[config.mk]
export PLATFORM = sky130hd
export DESIGN_NAME = proj_fm_read_sched
export DESIGN_NICKNAME = d
export VERILOG_FILES = /design/src/rtl/proj_fm_read_sched.sv
export SDC_FILE = /design/constraint.sdc
export NUM_CORES = 1
export LEC_CHECK = 0
export CORE_ASPECT_RATIO = 0.6
export CORE_UTILIZATION = 46
export CTS_CLUSTER_DIAMETER = 60
export DETAILED_ROUTE_END_ITERATION = 6
export PLACE_DENSITY = 0.85
export SLEW_MARGIN = 20
export SYNTH_ARGS = -nofsm -noshare
export SYNTH_HDL_FRONTEND = slang
export SYNTH_SLANG_ARGS = --single-unit
[constraint.sdc]
create_clock -name in_clk -period 2.9 [get_ports in_clk]
set_clock_uncertainty 0.15 [all_clocks]
set_input_delay 0.87 -clock in_clk [delete_from_list [all_inputs] [get_ports in_clk]]
set_output_delay 0.87 -clock in_clk [all_outputs]
set_load 0.02 [all_outputs]
[src/rtl/proj_fm_read_sched.sv]
// proj_fm_read_sched: read-side scheduler for the ping-pong genome FM buffer.
// After each buffer swap it walks the readable buffer window by window. Each
// window start address goes to one hashing lane chosen round-robin. The block
// drives the FM RAM read port and tags each returned window with its lane.
//
// Ports:
//   in_clk, in_rst       clock, asynchronous active-high reset
//   in_swap, in_rd_idx   buffer-ready pulse and index of the readable buffer
//   in_lane_ready        per-lane request for one window
//   in_clr_overrun       clears out_overrun (a new overrun takes priority)
//   out_ram_ren/raddr/rd_idx   combinational FM RAM read port
//   out_lane_valid, out_win_addr   registered delivery tag, 1 cycle after the read
//   out_busy, out_done, out_overrun   scan status
//   out_stall_cnt        only with PROJ_FM_SCHED_STATS_EN: saturating count of
//                        SCAN cycles with no lane ready
module proj_fm_read_sched #(
    parameter int unsigned LANES     = 4,
    parameter int unsigned ADDR_BITS = 10,
    parameter int unsigned WINDOW    = 8,
    parameter int unsigned STRIDE    = 1
) (
    input  logic                 in_clk,
    input  logic                 in_rst,
    input  logic                 in_swap,
    input  logic                 in_rd_idx,
    input  logic [LANES-1:0]     in_lane_ready,
    input  logic                 in_clr_overrun,
    output logic                 out_ram_ren,
    output logic [ADDR_BITS-1:0] out_ram_raddr,
    output logic                 out_ram_rd_idx,
    output logic [LANES-1:0]     out_lane_valid,
    output logic [ADDR_BITS-1:0] out_win_addr,
    output logic                 out_busy,
    output logic                 out_done,
    output logic                 out_overrun
`ifdef PROJ_FM_SCHED_STATS_EN
    ,
    output logic [15:0]          out_stall_cnt
`endif
);

    localparam int unsigned PTR_W     = (LANES > 1) ? $clog2(LANES) : 1;
    localparam int unsigned BUF_BYTES = 1 << ADDR_BITS;
    localparam int unsigned LAST      = ((BUF_BYTES - WINDOW) / STRIDE) * STRIDE;

    typedef enum logic [1:0] {
        S_IDLE  = 2'd0,
        S_SCAN  = 2'd1,
        S_FLUSH = 2'd2
    } state_t;

    state_t               state_q, state_d;
    logic [ADDR_BITS-1:0] cur_addr_q;
    logic                 rd_idx_q;
    logic                 pend_q;
    logic                 pend_idx_q;
    logic [PTR_W-1:0]     rr_ptr_q;
    logic [LANES-1:0]     lane_valid_q;
    logic [ADDR_BITS-1:0] win_addr_q;
    logic                 busy_q;
    logic                 done_q;
    logic                 overrun_q;

    logic [LANES-1:0]     gnt_vec;
    logic [PTR_W-1:0]     gnt_idx;
    logic                 gnt_found;
    logic                 grant;
    logic                 at_last;
    logic                 last_grant;
    logic                 swap_restart;

    // Round-robin search starting at rr_ptr_q (the lane after the last grant)
    always_comb begin
        gnt_vec   = '0;
        gnt_idx   = '0;
        gnt_found = 1'b0;
        for (int unsigned i = 0; i < LANES; i++) begin
            automatic int unsigned j = (32'(rr_ptr_q) + i) % LANES;
            if (!gnt_found && in_lane_ready[j]) begin
                gnt_found  = 1'b1;
                gnt_vec[j] = 1'b1;
                gnt_idx    = PTR_W'(j);
            end
        end
    end

    assign grant        = (state_q == S_SCAN) && gnt_found;
    assign at_last      = (cur_addr_q == ADDR_BITS'(LAST));
    assign last_grant   = grant && at_last;
    // A swap mid-scan abandons the old buffer unless the final window goes out now
    assign swap_restart = (state_q == S_SCAN) && in_swap && !last_grant;

    // FSM state register
    always_ff @(posedge in_clk or posedge in_rst) begin
        if (in_rst) begin
            state_q <= S_IDLE;
        end else begin
            state_q <= state_d;
        end
    end

    // FSM next-state logic
    always_comb begin
        state_d = state_q;
        unique case (state_q)
            S_IDLE:  if (in_swap) state_d = S_SCAN;
            S_SCAN:  begin
                if (swap_restart)    state_d = S_SCAN;
                else if (last_grant) state_d = S_FLUSH;
            end
            S_FLUSH: state_d = (in_swap || pend_q) ? S_SCAN : S_IDLE;
            default: state_d = S_IDLE;
        endcase
    end

    // FSM outputs: RAM read port, combinational so the RAM samples it next edge
    always_comb begin
        out_ram_ren    = 1'b0;
        out_ram_raddr  = '0;
        out_ram_rd_idx = 1'b0;
        if (grant) begin
            out_ram_ren    = 1'b1;
            out_ram_raddr  = cur_addr_q;
            out_ram_rd_idx = rd_idx_q;
        end
    end

    // Scan address, buffer index, pending swap and round-robin pointer
    always_ff @(posedge in_clk or posedge in_rst) begin
        if (in_rst) begin
            cur_addr_q <= '0;
            rd_idx_q   <= 1'b0;
            pend_q     <= 1'b0;
            pend_idx_q <= 1'b0;
            rr_ptr_q   <= '0;
        end else begin
            if (grant) begin
                rr_ptr_q <= PTR_W'((32'(gnt_idx) + 32'd1) % LANES);
            end
            unique case (state_q)
                S_IDLE: begin
                    cur_addr_q <= '0;
                    if (in_swap) rd_idx_q <= in_rd_idx;
                end
                S_SCAN: begin
                    if (swap_restart) begin
                        cur_addr_q <= '0;
                        rd_idx_q   <= in_rd_idx;
                    end else if (grant) begin
                        cur_addr_q <= cur_addr_q + ADDR_BITS'(STRIDE);
                    end
                    // Swap coinciding with the last grant starts the next scan after FLUSH
                    if (in_swap && last_grant) begin
                        pend_q     <= 1'b1;
                        pend_idx_q <= in_rd_idx;
                    end
                end
                S_FLUSH: begin
                    cur_addr_q <= '0;
                    pend_q     <= 1'b0;
                    if (in_swap)     rd_idx_q <= in_rd_idx;
                    else if (pend_q) rd_idx_q <= pend_idx_q;
                end
                default: cur_addr_q <= '0;
            endcase
        end
    end

    // Delivery tag aligned with registered RAM read data, plus status flags
    always_ff @(posedge in_clk or posedge in_rst) begin
        if (in_rst) begin
            lane_valid_q <= '0;
            win_addr_q   <= '0;
            busy_q       <= 1'b0;
            done_q       <= 1'b0;
            overrun_q    <= 1'b0;
        end else begin
            lane_valid_q <= grant ? gnt_vec : '0;
            if (grant) win_addr_q <= cur_addr_q;
            busy_q <= (state_d != S_IDLE);
            done_q <= (state_d == S_FLUSH);
            if (swap_restart)        overrun_q <= 1'b1;
            else if (in_clr_overrun) overrun_q <= 1'b0;
        end
    end

    assign out_lane_valid = lane_valid_q;
    assign out_win_addr   = win_addr_q;
    assign out_busy       = busy_q;
    assign out_done       = done_q;
    assign out_overrun    = overrun_q;

`ifdef PROJ_FM_SCHED_STATS_EN
    logic [15:0] stall_q;

    // Saturating count of SCAN cycles with no lane ready
    always_ff @(posedge in_clk or posedge in_rst) begin
        if (in_rst) begin
            stall_q <= '0;
        end else if ((state_q == S_IDLE) && in_swap) begin
            stall_q <= '0;
        end else if ((state_q == S_SCAN) && !(|in_lane_ready) && (stall_q != 16'hFFFF)) begin
            stall_q <= stall_q + 16'd1;
        end
    end

    assign out_stall_cnt = stall_q;
`endif

endmodule

==> run metrics, run 1 <==
WHS Path Cells=1; CP arrival=about 1.9 ns; Setup TNS Final=0 ns; share of post-route cells with drive strength above 1=0.249; gr usage total=0.220; Tcrit/Tclk final=0.998; worst reg2reg path depth=8; Clock Latency Late Sink=0.29 ns; Highest Clock Rate=345 MHz; CORE AREA=3830 µm²; Yosys Warn Count=0; root buf cell=clkbuf_8; Most Frequent Cell on Critical Path=buf_6; Leakage=around 1.3 nW; Unique masters post-synth=44; max_slew headroom=0.723; H-tree depth=2; synthesis-to-layout area growth=37.4%; detailed router's first-iteration violation count=73; DRT Pass-1 Iters=4; clk buf depth=2; n_diodes=0; nature of the critical path endpoint=output port; RR Endpoint=rr_ptr_q[1]$_DFFE_PP0P_; TritonCTS Sinks=34; worst-path fanout max=6; Num CTS Buffers=5; Final ANT Viol Nets=0; Synth top area share=0.444; RePlAce Congestion=0.807; R2R setup slack=0.43 ns; Least-Margin Pin Slew=~0.42 ns; CP bufs+invs=4; first-pass GRT wire length=7.31 mm; hold path start=out_win_addr[6]$_DFFE_PP0P_; Max-Cap Viols=0; register bit count reported by yosys=34; Remaining DRCs=0; critical path class=input port to output port; Routed WL=about 4.2 mm; nature of the critical path startpoint=input port; Post-CTS Hold Fix Bufs=0; hpwl dp=3.07 mm; Die Y=between 50 and 60 µm; Netlist Area Pre-Place=1920 µm²; type of the worst min-delay path=flip-flop to flip-flop; Fin. Hold Viols=0; largest cells by area after synthesis=dfrtp_1 44%, nor2_1 6.7%, ha_1 6.5%, mux4_1 4.1%, xnor2_1 4.1%; Tmin final=2.90 ns; Critical-path top delay cell=nor4_4; TritonCTS clock tree=done; initial antenna violation count=0; power per cell area=between 600 and 700 nW/µm²; largest net degree at the start of global routing=35; CP max stage delay=0.26 ns; Mapped Avg Cell Area=about 10 µm²; status=finished clean; total gr overflow=0; origin of the critical flop-to-flop path=rr_ptr_q[0]$_DFFE_PP0P_; Max VDD drop=0.431 mV; fin nets=271; RSZ-0062 raised after global routing=yes; DP Area=2490 µm²; PortBufs=37; Vias/cell=between 5 and 6; critical path, cell by cell=buf_6, nor4_4, nand2b_4, inv_4, buf_6, and2_4, buf_6; Avg WL per Cell=14.0 µm; Die Area=4440 µm²; number of global-route vias before repair=approximately 1600; num rows=17; Seq/Total Area, Yosys=0.444; # IOs=38; Total Power=between 1.5 and 2 mW; fin area=about 2600 µm²; hold-critical path endpoint=out_win_addr[6]$_DFFE_PP0P_; vias after detailed routing=1602; fin. max-slew vios=0; starting density of the core=0.501; clock slew at reported path FFs=0.07 ns; Post-Syn Instances=192; Req. time, crit path=1.88 ns; Synth Net Count=211; Crit path max-delay family=simple AND/OR/NAND/NOR gates; endpoints failing setup=0; die extent in x=~85 µm; cell taking the most area after synthesis=dfrtp_1
## cell usage in the layout (no fill, tap or decap), types with 8 or more instances in the layout
master           synthesis  layout
dfrtp_1                 34      34
a21o_1                  10      10
nand2_1                  8       8
buf_6                    2       9
ha_1                    10      10
inv_1                   11      10
clkdlybuf4s50_1          0      21
nor2_1                  34      34
xnor2_1                  9       9
buf_2                    3       8
buf_4                    1      23
## state kept, by name (all words and copies together) (netlist names)
register and flops:
out_lane_valid 4, rr_ptr_q 2, cur_addr_q 10, pend_q 1
out_overrun 1, out_win_addr 10, out_done 1, pend_idx_q 1
rd_idx_q 1, state_q 2, out_busy 1
## per-stage QoR
step	hold slack [ns]	worst slack, ns	util	std cells
6_report	0.326	0.00468	0.688	300
5_1_grt	0.353	-0.0587	0.688	300
2_1_floorplan	0.297	0.0632	-	192
4_1_cts	0.330	-0.00631	0.688	299
3_3_place_gp	0.308	-0.783	0.650	289
3_5_place_dp	0.314	-0.819	0.650	289
## logic make-up after synthesis
family / after synthesis / synth area share
and+or+nand+nor: 72 / 0.191
xor gates and xnor gates: 11 / 0.0503
muxes: 7 / 0.0627
buffers and inverters: 23 / 0.0568
DFF: 34 / 0.444
adders and majority gates: 10 / 0.0653
AOI/OAI and AO/OA: 35 / 0.130
## layer usage
metal | vias to the layer above | GRT usage | wire length, µm
li1 | 782 | - | -
met4 | 0 | 0.0667 | 10
met5 | - | 0 | 0
met2 | 55 | 0.363 | 1960
met3 | 2 | 0.0587 | 295
met1 | 763 | 0.288 | 1940
## worst max-delay path by stage
stage	startpoint	endpoint	slack, ns	cells past startpoint
after floorplan	in_lane_ready[3]	out_ram_raddr[3]	0.06	7
after global placement	in_lane_ready[1]	out_ram_raddr[9]	-0.78	7
after detailed placement	in_lane_ready[1]	out_ram_raddr[5]	-0.82	7
after CTS	in_lane_ready[0]	out_ram_raddr[5]	-0.006	7
after global routing	in_lane_ready[0]	out_ram_raddr[6]	-0.06	7
final	in_lane_ready[0]	out_ram_raddr[5]	0.005	7
## final cells by class
| type | instances | area, µm² |
|---|---|---|
| Fill cell | 293 | 1190 |
| Multi-Input combinational cell | 135 | 992 |
| Sequential cell | 34 | 851 |
| Timing Repair Buffer | 64 | 576 |
| Clock buffer | 5 | 68.8 |
| Tap cell | 47 | 58.8 |
| Inverter | 12 | 47.5 |
| Clock inverter | 3 | 40.0 |
## synth_stat cells
cell,count
xnor2_1,9
or3b_1,2
nand3_1,2
mux2_2,1
nand2b_1,3
nand3b_1,1
dfrtp_1,34
a221oi_1,4
o21bai_1,1
buf_4,1
and2_1,6
nand3_2,1
nand2_1,8
a21o_1,10
a22oi_1,4
buf_2,3
nand4b_1,2
o21ai_0,5
a21oi_1,4
mux4_1,3
inv_1,11
a222oi_1,1
a2111o_1,1
o21ai_1,1
mux2i_1,3
o22ai_1,1
nor3b_1,1
nand4_1,2
or3_1,1
a31oi_1,1
nor2b_1,3
nor3_1,2
nor4_1,1
o32ai_1,1
xor2_1,2
ha_1,10
clkbuf_1,5
clkinv_1,1
nor3_2,1
buf_6,2
a2bb2oi_1,1
nor2_1,34
or4b_1,1
nor2b_2,1
## power by group
part / switching [mW] / total [mW] / internal [mW] / leakage [nW]
registers: 0.0197 / 0.542 / 0.523 / 0.440
logic: 0.425 / 0.809 / 0.384 / 0.795
clock network: 0.171 / 0.423 / 0.253 / 0.0579
## what timing repair did
action | in CTS | in global routing
setup buffers | 2 | 1
resized for setup | 84 | 1
pin swaps | 1 | 1
endpoints found under the setup margin | 12 | 6
No activity file was read; power rests on OpenSTA's default activity.
==> run 2, diff against run 1 <==
CORE_UTILIZATION = 51   (was 46)
PLACE_DENSITY = 0.89   (was 0.85)
clock period = 2.68 ns   (was 2.9 ns; I/O delays follow)
==> run 2 against run 1 <==
  * Largest cell class unchanged
  * Global-route usage up 7.9 points
  * Via count up 15%
  * Sequential cell count unchanged
  * The flow now finishes with violations (negative setup slack)
  * Register-to-register slack lost 0.36 ns
==> run metrics, run 2 (synthesis results as in run 1) <==
Tcrit/Tclk final=1.01; CP arrival=1.76 ns; largest net degree at the start of global routing=35; RSZ-0062 raised after global routing=yes; DP Cell Count=291; Post-CTS Hold Fix Bufs=0; Vias/cell=between 5 and 6; DP Area=about 2500 µm²; detailed router's first-iteration violation count=131; Fin. Hold Viols=0; nature of the critical path startpoint=input port; n_diodes=0; pre-CTS setup slack=-0.844 ns; total gr overflow=0; Leakage=1.37 nW; synthesis-to-layout area growth=46.0%; Setup TNS Final=-0.287 ns; Avg WL per Cell=17.8 µm; clk buf depth=2; initial antenna violation count=0; failing checks=negative setup slack; die extent in x=81.1 µm; DRT Pass-1 Iters=4; Die Y=~49 µm; PortBufs=37; TritonCTS Sinks=34; Routed WL=5.52 mm; num rows=16; RePlAce Congestion=between 0.8 and 0.9; power per cell area=692 nW/µm²; fin. max-slew vios=0; Clock Latency Late Sink=0.30 ns; vias after detailed routing=1841; Remaining DRCs=0; max_slew headroom=0.686; Tmin final=2.72 ns; Die Area=4020 µm²; fin area=roughly 2800 µm²; Setup WS post-layout=-0.0366 ns; type of the worst min-delay path=flip-flop to flip-flop; commonest cells after routing, fill and taps aside=35 x buf_4, 34 x dfrtp_1, 29 x nor2_1, 21 x clkdlybuf4s50_1, 14 x buf_6; Req. time, crit path=1.73 ns; Least-Margin Pin Slew=0.467 ns; Highest Clock Rate=between 300 and 400 MHz; fin nets=284; area taken by flip-flops and latches=851 µm²; Fillers=185; H-tree depth=2; hpwl dp=3.29 mm; Max VDD drop=0.512 mV; status=complete, but fails checks; endpoints failing setup=12; worst-path fanout max=5; area occupied by multi-input gates=1030 µm²; critical path class=input port to output port; CORE AREA=3420 µm²; # IOs=38; Final ANT Viol Nets=0; Num CTS Buffers=5; nature of the critical path endpoint=output port; final hold slack=about 0.33 ns; root buf cell=clkbuf_8; starting density of the core=0.560; Max-Cap Viols=0; number of global-route vias before repair=between 1500 and 2000; share of post-route cells with drive strength above 1=0.302; gr usage total=0.299; first-pass GRT wire length=8.50 mm; R2R setup slack=0.07 ns; TritonCTS clock tree=done; most common cell after layout, fill and taps aside=buf_4; fin cells=310; clock slew at reported path FFs=0.06 ns
run 2: cell count changes in the layout (fill, tap and decap cells not counted), moves of 2 or more:
cell      previous run  this run
buf_2                8         1
buf_4               23        35
buf_6                9        14
buf_8                0         2
clkbuf_1             0         2
nor2_1              34        29
nor2_2               0         3
nor2_4               0         2
run 2: path summary, 6_finish.rpt:
path                                             start                          end  cells past startpoint
setup / recovery                      in_lane_ready[2]             out_ram_raddr[5]                      6
hold / removal             out_win_addr[4]$_DFFE_PP0P_  out_win_addr[4]$_DFFE_PP0P_                      1
setup reg to reg               rr_ptr_q[1]$_DFFE_PP0P_      rr_ptr_q[1]$_DFFE_PP0P_                      8
hold reg to reg            out_win_addr[4]$_DFFE_PP0P_  out_win_addr[4]$_DFFE_PP0P_                      1
max in group asynchronous                       in_rst  out_win_addr[2]$_DFFE_PP0P_                      3
min in group asynchronous                       in_rst  out_lane_valid[1]$_DFF_PP0_                      3
run 2: routing by layer:
| layer | up-vias | wire [µm] | GRT usage |
|---|---|---|---|
| li1 | 807 | - | - |
| met1 | 911 | 2290 | 0.388 |
| met5 | - | 0 | 0 |
| met2 | 105 | 2580 | 0.461 |
| met4 | 0 | 193 | 0.164 |
| met3 | 18 | 449 | 0.0722 |
run 2: cell type report:
| cell class | count | area share |
|---|---|---|
| Sequential cell | 34 | 0.304 |
| Tap cell | 45 | 0.0201 |
| Multi-Input combinational cell | 135 | 0.367 |
| Timing Repair Buffer | 76 | 0.261 |
| Inverter | 12 | 0.0183 |
| Clock buffer | 7 | 0.0273 |
| Timing Repair inverter | 1 | 0.00224 |
run 2: timing repair:
item / CTS / global route
setup buffers: 5 / 5
pin swaps: 1 / 1
gates resized for setup: 105 / 4
endpoints found under the setup margin: 14 / 14
cloned: 2 / 0
run 2: per-stage QoR:
| step | power, mW | utilization |
|---|---|---|
| floorplan | 1.22 | - |
| global placement | 1.44 | 0.735 |
| detailed placement | 1.49 | 0.735 |
| CTS | 1.86 | 0.801 |
| global route | 2.04 | 0.818 |
| finish | 1.94 | 0.818 |
run 2: power breakdown:
| part | switching [mW] | internal, mW |
|---|---|---|
| Sequential | 0.0232 | 0.566 |
| Combinational | 0.543 | 0.445 |
| Clock | 0.182 | 0.179 |
run 2: worst max-delay path, stage by stage:
cell and delay, ns:
buf_8 0.10, nor4_4 0.28, nand2b_4 0.23, inv_6 0.05, and2_4 0.16, buf_6 0.12
